$ cat config.mk
export PLATFORM = sky130hd
export DESIGN_NAME = transmisor_serie14
export DESIGN_NICKNAME = d
export VERILOG_FILES = /design/src/rtl/transmisor_serie14_pkg.sv /design/src/rtl/transmisor_serie14_divisor_baudios.sv /design/src/rtl/transmisor_serie14.sv
export SDC_FILE = /design/constraint.sdc
export NUM_CORES = 1
export LEC_CHECK = 0
export ABC_AREA = 1
export CAP_MARGIN = 25
export CORE_MARGIN = 2
export CORE_UTILIZATION = 50
export CTS_BUF_LIST = sky130_fd_sc_hd__clkbuf_2 sky130_fd_sc_hd__clkbuf_4 sky130_fd_sc_hd__clkbuf_8
export CTS_CLUSTER_DIAMETER = 50
export DETAILED_ROUTE_END_ITERATION = 12
export PLACE_DENSITY = 0.74
export SETUP_SLACK_MARGIN = 0.02
export SYNTH_ARGS = -nofsm -noshare
export SYNTH_HDL_FRONTEND = slang
export SYNTH_SLANG_ARGS = --single-unit
$ cat constraint.sdc
create_clock -name clk -period 1.45 [get_ports clk]
set_input_delay 0.29 -clock clk [delete_from_list [all_inputs] [get_ports clk]]
set_output_delay 0.29 -clock clk [all_outputs]
set_load 0.05 [all_outputs]
$ cat src/rtl/transmisor_serie14_pkg.sv
// Shared definitions for the 14-bit serial transmitter: state encoding and frame-length constants.
// Latency: n/a (types and constants only).
// Backpressure: n/a.
package transmisor_serie14_pkg;

    typedef enum logic [2:0] {
        IDLE   = 3'd0,
        START  = 3'd1,
        DATA   = 3'd2,
        PARITY = 3'd3,
        STOP   = 3'd4
    } tx_state_t;

    localparam int DATA_BITS = 14;

    // Bits on the line per frame: start + data + optional parity + stop.
    function automatic int frame_bits(input int parity_en);
        return 2 + DATA_BITS + ((parity_en != 0) ? 1 : 0);
    endfunction

    // Clock cycles from the load edge to the return to IDLE.
    function automatic int frame_cycles(input int clks_per_bit, input int parity_en);
        return frame_bits(parity_en) * clks_per_bit;
    endfunction

endpackage

$ cat src/rtl/transmisor_serie14_divisor_baudios.sv
// Baud divider: free-running 0..CLKS_PER_BIT-1 counter, tick high on the last count of each bit period.
// Latency: tick first rises CLKS_PER_BIT-1 cycles after a sync clear.
// Backpressure: none; runs every cycle.
// Ports: clk, rst_n (async, active-low), clr (sync clear, asserted on load), tick (bit-period strobe).
module divisor_baudios #(
    parameter int CLKS_PER_BIT = 4
) (
    input  logic clk,
    input  logic rst_n,
    input  logic clr,
    output logic tick
);

    localparam int CNT_W = (CLKS_PER_BIT > 1) ? $clog2(CLKS_PER_BIT) : 1;
    localparam logic [CNT_W-1:0] CNT_MAX = CNT_W'(CLKS_PER_BIT - 1);

    logic [CNT_W-1:0] cnt;

    always_ff @(posedge clk or negedge rst_n) begin
        if (!rst_n) begin
            cnt <= '0;
        end else if (clr || (cnt == CNT_MAX)) begin
            cnt <= '0;
        end else begin
            cnt <= cnt + CNT_W'(1);
        end
    end

    assign tick = (cnt == CNT_MAX);

endmodule

$ cat src/rtl/transmisor_serie14.sv
// Parallel-to-serial transmitter: start bit, 14 data bits LSB-first, optional even parity, stop bit.
// Latency: txd drops to the start bit on the load edge; done pulses (16+PARITY_EN)*CLKS_PER_BIT cycles later.
// Backpressure: en is only honoured while ready; loads while busy are dropped, nothing is buffered.
// Ports: clk, rst_n (async, active-low), en/datain (load), ready/busy (idle status), done (frame end pulse), txd (serial line).
module transmisor_serie14
    import transmisor_serie14_pkg::*;
#(
    parameter int WIDTH        = 14,
    parameter int CLKS_PER_BIT = 4,
    parameter int PARITY_EN    = 1
) (
    input  logic             clk,
    input  logic             rst_n,
    input  logic             en,
    input  logic [WIDTH-1:0] datain,
    output logic             ready,
    output logic             busy,
    output logic             done,
    output logic             txd
);

    localparam logic [3:0] LAST_BIT = 4'(WIDTH - 1);

    tx_state_t        state, state_nx;
    logic [WIDTH-1:0] shreg, shreg_nx;
    logic [3:0]       bit_idx, bit_idx_nx;
    logic             par_bit, par_nx;
    logic             txd_nx, done_nx;
    logic             load, tick;

    divisor_baudios #(.CLKS_PER_BIT(CLKS_PER_BIT)) u_baud (
        .clk  (clk),
        .rst_n(rst_n),
        .clr  (load),
        .tick (tick)
    );

    always_ff @(posedge clk or negedge rst_n) begin
        if (!rst_n) begin
            state <= IDLE;
        end else begin
            state <= state_nx;
        end
    end

    always_comb begin
        state_nx   = state;
        shreg_nx   = shreg;
        bit_idx_nx = bit_idx;
        par_nx     = par_bit;
        load       = 1'b0;
        done_nx    = 1'b0;
        txd_nx     = 1'b1;

        case (state)
            IDLE: begin
                if (en) begin
                    load       = 1'b1;
                    state_nx   = START;
                    shreg_nx   = datain;
                    bit_idx_nx = '0;
                    par_nx     = ^datain;
                end
            end
            START: begin
                if (tick) state_nx = DATA;
            end
            DATA: begin
                if (tick) begin
                    if (bit_idx == LAST_BIT) begin
                        state_nx = (PARITY_EN != 0) ? PARITY : STOP;
                    end else begin
                        shreg_nx   = shreg >> 1;
                        bit_idx_nx = bit_idx + 4'd1;
                    end
                end
            end
            PARITY: begin
                if (tick) state_nx = STOP;
            end
            STOP: begin
                if (tick) begin
                    state_nx = IDLE;
                    done_nx  = 1'b1;
                end
            end
            default: state_nx = IDLE;
        endcase

        // txd is registered, so it is derived from the state and data that
        // will be current after this edge.
        case (state_nx)
            START:   txd_nx = 1'b0;
            DATA:    txd_nx = shreg_nx[0];
            PARITY:  txd_nx = par_nx;
            default: txd_nx = 1'b1;
        endcase
    end

    always_ff @(posedge clk or negedge rst_n) begin
        if (!rst_n) begin
            shreg   <= '0;
            bit_idx <= '0;
            par_bit <= 1'b0;
            txd     <= 1'b1;
            done    <= 1'b0;
        end else begin
            shreg   <= shreg_nx;
            bit_idx <= bit_idx_nx;
            par_bit <= par_nx;
            txd     <= txd_nx;
            done    <= done_nx;
        end
    end

    assign ready = (state == IDLE);
    assign busy  = ~ready;

endmodule
==> impl_metrics.csv, run 1 <==
group,metric,value,unit
die,fp-row-count,19,
power_and_ir_drop,fin_total_pwr,4.034,mW
sta,relSlewSlack,0.7808,
layout,diodes,0,
cts,insertion_delay,0.33,ns
run_status,violations,"negative setup slack",
worst_setup_path,cp_cell_sequence,"nor2_4 > buf_6 > nand2_8 > clkinv_8 > buf_6 > buf_12",
die,num_io_pins,21,
global_route,grt_max_degree,27,
routing,drt-total-wl,3.992,mm
routing,drt_iter0_drc,42,
die,core-area,2781,um2
logic_synthesis,synth_top_area_frac,0.4227,
worst_setup_path,worst_setup_path_end_kind,"output port",
sta,final-max-slew-violation-count,0,
cts,ctsHoldBuffers,0,
logic_synthesis,synth-seq-cells,26,
sta,fin_crit_sh,1.140,
worst_setup_path,crit_top_cell,"buf_6",
layout,area.growth.synth_to_final,49.79,%
logic_synthesis,synth_edf_count,0,
layout,nNetsFinal,276,
global_route,grt_usage,0.2400,
job,cap_violations,0,
cts,cts.reportedPaths.clkPinSlew,0.14,ns
place,place.gp.congestion,0.8223,
logic_synthesis,ys.flop_type,"dfrtp_1",
cts,cts_buffer_depth,2,
run_status,status,"finished with violations",
sta,fin_crit,1.653,ns
power_and_ir_drop,max-vdd-ir-drop,0.001709,V
logic_synthesis,synth_nets,216,
global_route,grt-ovfl-total,0,
worst_setup_path,crit_arrival,1.36,ns
logic_synthesis,yosysWarnings,0,
place,portBuffers,20,
worst_setup_path,cp_max_fo,2,
power_and_ir_drop,power_density,1820,nW/um2
cts,cts_root_buffer,"clkbuf_4",
worst_setup_path,worstSetupStartpointType,"flop",
logic_synthesis,seq_area_frac_synth,0.4404,
routing,drc,0,
logic_synthesis,synthAdderAreaFrac,0.02536,
logic_synthesis,synth-xor-area-share,0.01775,
logic_synthesis,synth_top_family_by_area,"simple AND/OR/NAND/NOR gates",
worst_setup_path,crit_slowest_cell,"dfrtp_1",
worst_setup_path,required,1.16,ns
die,die_area,3412,um2
logic_synthesis,syn_inst,196,
worst_hold_path,hp-class,"in -> async",
logic_synthesis,synth_mux_area_frac,0,
cts,cts_max_level,1,
routing,drtPass1Iterations,4,
global_route,grt_pass1_wl,6.237,mm
worst_setup_path,crit_type,"reg -> out",
logic_synthesis,synth.distinct_cells,27,
power_and_ir_drop,leakagePower,1.171,nW
cts,cts_tree,"built",
sta,hold_violations,0,
routing,num_vias,1494,
sta,finClkSkew,0.002321,ns
die,initial_core_util,0.5322,
sta,max_clock_freq,604.9,MHz
worst_setup_path,critPathMaxStageDelay,0.45,ns
sta,worstMarginPinSlew,0.3261,ns
die,die_h,58.41,um
logic_synthesis,yosys-top-cells-area,"dfrtp_1 42%, nand2_1 19%, inv_1 6.6%",
worst_setup_path,rrSetupSlack,-0.19,ns
cts,numClockSinks,26,
logic_synthesis,yosysTopAreaCell,"dfrtp_1",
layout,drive_gt1_frac,0.3176,
sta,setup_viol,21,
place,dp_hpwl,2.640,mm
logic_synthesis,synth_async_sr_flop_share,1.000,
logic_synthesis,syn_avg_cell_area,7.552,um2
die,die_w,58.41,um
logic_synthesis,yosys.area_share.simple,0.3170,
sta,setup_ws,-0.2032,ns
logic_synthesis,syn_area,1480,um2
routing,post_drt_wl_per_cell,13.96,um
sta,tns,-3.181,ns
sta,rsz0062_at_grt,"yes",
global_route,grt_pass1_vias,1435,
cts,cts_buffers,3,
routing,routed_via_density,5.224,
routing,postRouteAntennaNets,0,
logic_synthesis,synth-compound-area-share,0.1065,
global_route,antenna_found_initial,0,
final timing paths:
| path | from | end | depth (start not counted) |
|---|---|---|---|
| max | state[2] | ready | 6 |
| min | rst_n | shreg[3] | 2 |
| max in group asynchronous | rst_n | txd | 2 |
| min reg2reg | u_baud.cnt[0] | u_baud.cnt[0] | 1 |
| min in group clk | u_baud.cnt[0] | u_baud.cnt[0] | 1 |
| max reg2reg | state[2] | shreg[7] | 10 |
registers in the layout (all words and copies together), names as in the netlist:
name,cells
bit_idx,4
done,1
par_bit,1
shreg,14
state,3
txd,1
u_baud.cnt,2
through the flow:
stage / worst slack, ns / hold WS (ns) / std cells / utilization / area [um2]
after floorplan: 0.02955 / -0.005591 / 196 / - / 1498
after global placement: -0.1773 / 0.4258 / 275 / 0.7193 / 2001
after detailed placement: -0.2867 / 0.4442 / 275 / 0.7193 / 2001
after CTS: -0.1736 / 0.3103 / 284 / 0.7688 / 2138
after global routing: -0.2845 / 0.3326 / 286 / 0.7971 / 2217
final: -0.2032 / 0.3169 / 286 / 0.7971 / 2217
worst max-delay path: cells and delay by family, from the launching register on:
kind | cells | cell delay (ns)
simple gates | 2 | 0.20
buf+inv | 4 | 0.38
flops | 1 | 0.45
cells in the final DEF, fill, tap and decap left out, types with 3 or more instances in the layout:
cell and instances:
nor3_1 3, a22oi_1 10, inv_1 25, buf_4 30, o21ai_2 3, inv_2 3, buf_6 7, dfrtp_1 25
clkbuf_4 3, nand3_1 4, nor2_1 11, buf_12 5, ha_1 3, nand2_1 66, nand2_2 10, clkdlybuf4s50_1 16
kinds of logic (layout without fill, tap and decap cells):
| group | count (synthesis) | count (layout) |
|---|---|---|
| simple gates | 107 | 107 |
| buf+inv | 34 | 93 |
| flops | 26 | 26 |
| compound gates | 23 | 23 |
| fa+ha+maj | 3 | 3 |
| xor+xnor | 3 | 3 |
layout make-up:
class,instances,area [um2]
multi-input combinational,136,787.0
sequential,26,651.9
timing repair buffer,58,564.3
fill,189,564.3
inverter,31,138.9
tap,31,38.79
clock buffer,4,36.28
power breakdown:
part	switching, mW	total [mW]	internal, mW
logic	1.24	2.39	1.15
registers	0.223	1.26	1.04
clock network	0.229	0.383	0.154
synth_stat cells, types with 3 or more instances:
master,count
nand3_1,4
a22oi_1,12
dfrtp_1,25
ha_1,3
nor2_1,13
nor3_1,4
nand2_2,4
inv_2,5
nand2_1,74
inv_1,26
o21ai_0,5
metal layers:
metal,track usage,vias to the layer above,part of all wire
met2,0.4254,28,0.54
met5,0,-,0
met3,0.04396,11,0.027
met1,0.2969,719,0.42
met4,0.06977,0,0.013
li1,-,736,-
repair_timing:
item                                    in CTS  in global routing
cloned                                       0                  0
gates resized for setup                     18                 20
pin swaps                                    3                  5
endpoints found under the setup margin      21                 24
buffers inserted                             5                  3
(Power assumes the default switching activity.)
==> run 2: changes to the inputs <==
--- a/config.mk
+++ b/config.mk
@@ -10,8 +10,8 @@
 export CORE_MARGIN = 2
 export CORE_UTILIZATION = 50
 export CTS_BUF_LIST = sky130_fd_sc_hd__clkbuf_2 sky130_fd_sc_hd__clkbuf_4 sky130_fd_sc_hd__clkbuf_8
-export CTS_CLUSTER_DIAMETER = 50
 export DETAILED_ROUTE_END_ITERATION = 12
+export MAX_ROUTING_LAYER = met4
 export PLACE_DENSITY = 0.74
 export SETUP_SLACK_MARGIN = 0.02
 export SYNTH_ARGS = -nofsm -noshare
==> impl_metrics.csv, run 2 (same netlist as run 1, synthesis figures left out) <==
group,metric,value,unit
cts,numClockSinks,26,
routing,drt-total-wl,4.024,mm
layout,area.growth.synth_to_final,50.63,%
routing,routed_via_density,5.136,
die,initial_core_util,0.5322,
layout,diodes,0,
cts,ctsHoldBuffers,0,
sta,setup_ws,-0.1917,ns
run_status,violations,"negative setup slack",
worst_setup_path,crit_type,"reg -> out",
worst_setup_path,worstSetupStartpointType,"flop",
routing,post_drt_wl_per_cell,14.07,um
job,cap_violations,0,
global_route,grt-ovfl-total,0,
die,core-area,2781,um2
power_and_ir_drop,swShare,0.4201,
power_and_ir_drop,pwr-share-seq,0.312,
worst_setup_path,crit_arrival,1.35,ns
global_route,grt_pass1_wl,6.210,mm
layout,drive_gt1_frac,0.3294,
layout,largest_register_ffs,14,
layout,final_common_cell,"nand2_1",
cts,cts_max_level,1,
sta,max_clock_freq,609.1,MHz
sta,worstMarginPinSlew,0.3341,ns
worst_hold_path,hp-class,"in -> async",
worst_setup_path,ff2ff_path_depth,11,
layout,regMostFlops,"shreg",
power_and_ir_drop,max-vdd-ir-drop,0.001714,V
power_and_ir_drop,leakagePower,1.173,nW
die,die_area,3412,um2
sta,setup_viol,21,
cts,cts_buffers,3,
power_and_ir_drop,power_density,1824,nW/um2
routing,drt_iter0_drc,45,
global_route,grt_pass1_vias,1444,
layout,largest_registers,"shreg x14, bit_idx x4, state x3",
layout,fillCellCount,183,
routing,drtPass1Iterations,4,
routing,num_vias,1469,
sta,fin_crit_sh,1.132,
cts,cts_buffer_depth,2,
power_and_ir_drop,p_int,2.358,mW
cts,cts.reportedPaths.clkPinSlew,0.14,ns
die,die_h,58.41,um
routing,drc,0,
place,place.gp.congestion,0.8347,
power_and_ir_drop,pwr-share-clk,0.094,
power_and_ir_drop,combPwrFrac,0.594,
sta,rsz0062_at_grt,"yes",
global_route,antenna_found_initial,0,
cts,insertion_delay,0.33,ns
cts,cts_tree,"built",
worst_setup_path,rrSetupSlack,-0.17,ns
die,fp-row-count,19,
power_and_ir_drop,p_switching,1.708,mW
worst_setup_path,regToRegEndpoint,"shreg[7]",
place,dpl-instance-area,2001,um2
die,die_w,58.41,um
routing,postRouteAntennaNets,0,
layout,nNetsFinal,276,
sta,fin_crit,1.642,ns
die,num_io_pins,21,
cts,cts_root_buffer,"clkbuf_4",
layout,postLayoutCellArea,2230,um2
worst_setup_path,cp_max_fo,2,
sta,hold_violations,0,
place,portBuffers,20,
sta,tns,-2.786,ns
place,dp_hpwl,2.640,mm
sta,relSlewSlack,0.7773,
global_route,grt_usage,0.2468,
run_status,status,"finished with violations",
worst_setup_path,required,1.16,ns
worst_setup_path,r2r_start,"bit_idx[1]",
sta,final-max-slew-violation-count,0,
layout,layout_common_cells,"65 x nand2_1, 30 x buf_4, 25 x inv_1, 25 x dfrtp_1, 16 x clkdlybuf4s50_1",
sta,finClkSkew,0.002583,ns
global_route,grt_max_degree,27,
worst_setup_path,worst_setup_path_end_kind,"output port",
==> run 2: cell counts in the layout (fill, tap and decap cells not counted) <==
Identical to the previous run, type by type.
==> run 2: cell type report <==
cell class	instances	area, um2	area share
flip-flops and latches	26	651.9	0.2924
clock buffers	4	36.28	0.01627
repair buffers	58	564.3	0.2531
multi-input cells	136	799.5	0.3586
inverters	31	138.9	0.06229
well taps	31	38.79	0.01740
==> run 2: timing repair <==
item | CTS | global route
setup endpoints to repair | 21 | 24
resized for setup | 18 | 23
setup buffers | 5 | 3
pin swaps | 3 | 5
==> run 2: worst max-delay path by stage <==
stage                from   endpoint  slack, ns  depth (start not counted)
3_5_place_dp    datain[6]        txd      -0.29                         13
6_report         state[2]      ready      -0.19                          6
3_3_place_gp    datain[1]        txd      -0.18                         12
4_1_cts          state[2]      ready      -0.17                          6
2_1_floorplan  bit_idx[0]  shreg[10]       0.03                         10
5_1_grt        bit_idx[1]  shreg[12]      -0.29                          9
==> run 2: routing by layer <==
layer	routed length (um)	up-vias	global-route usage
met5	0	-	-
met4	44	0	0.06977
met3	145	7	0.04396
met2	2169	31	0.4270
met1	1665	696	0.2940
li1	-	735	-
==> run 2: power groups by stage <==
| stage | registers, mW | clock network, mW | logic (mW) |
|---|---|---|---|
| 6_report | 1.27 | 0.383 | 2.41 |
| 3_5_place_dp | 1.24 | 0 | 1.91 |
| 5_1_grt | 1.29 | 0.414 | 2.60 |
| 3_3_place_gp | 1.22 | 0 | 1.84 |
| 2_1_floorplan | 1.24 | 0 | 1.04 |
| 4_1_cts | 1.22 | 0.383 | 2.15 |
==> run 2: critical path, stage by stage (launching register included) <==
cell      delay [ns]
dfrtp_1         0.44
nor2_4          0.14
buf_6           0.12
nand2_8         0.06
clkinv_8        0.05
buf_6           0.09
buf_12          0.12
==> run 2: stage by stage <==
step                hold WS [ns]  power [mW]  setup WS [ns]    util  instances
global route              0.3317       4.303        -0.2880  0.8016        286
finish                    0.2932       4.066        -0.1917  0.8016        286
CTS                       0.3103       3.756        -0.1736  0.7688        284
floorplan              -0.005591       2.282        0.02955       -        196
detailed placement        0.4442       3.146        -0.2867  0.7193        275
global placement          0.4258       3.067        -0.1773  0.7193        275
==> run 3: changes to the inputs <==
--- a/config.mk
+++ b/config.mk
@@ -17,3 +17,4 @@
 export SYNTH_ARGS = -nofsm -noshare
 export SYNTH_HDL_FRONTEND = slang
 export SYNTH_SLANG_ARGS = --single-unit
+export TNS_END_PERCENT = 100
==> results of run 3 <==
Final layout, timing and power as in run 2 (identical DEF).
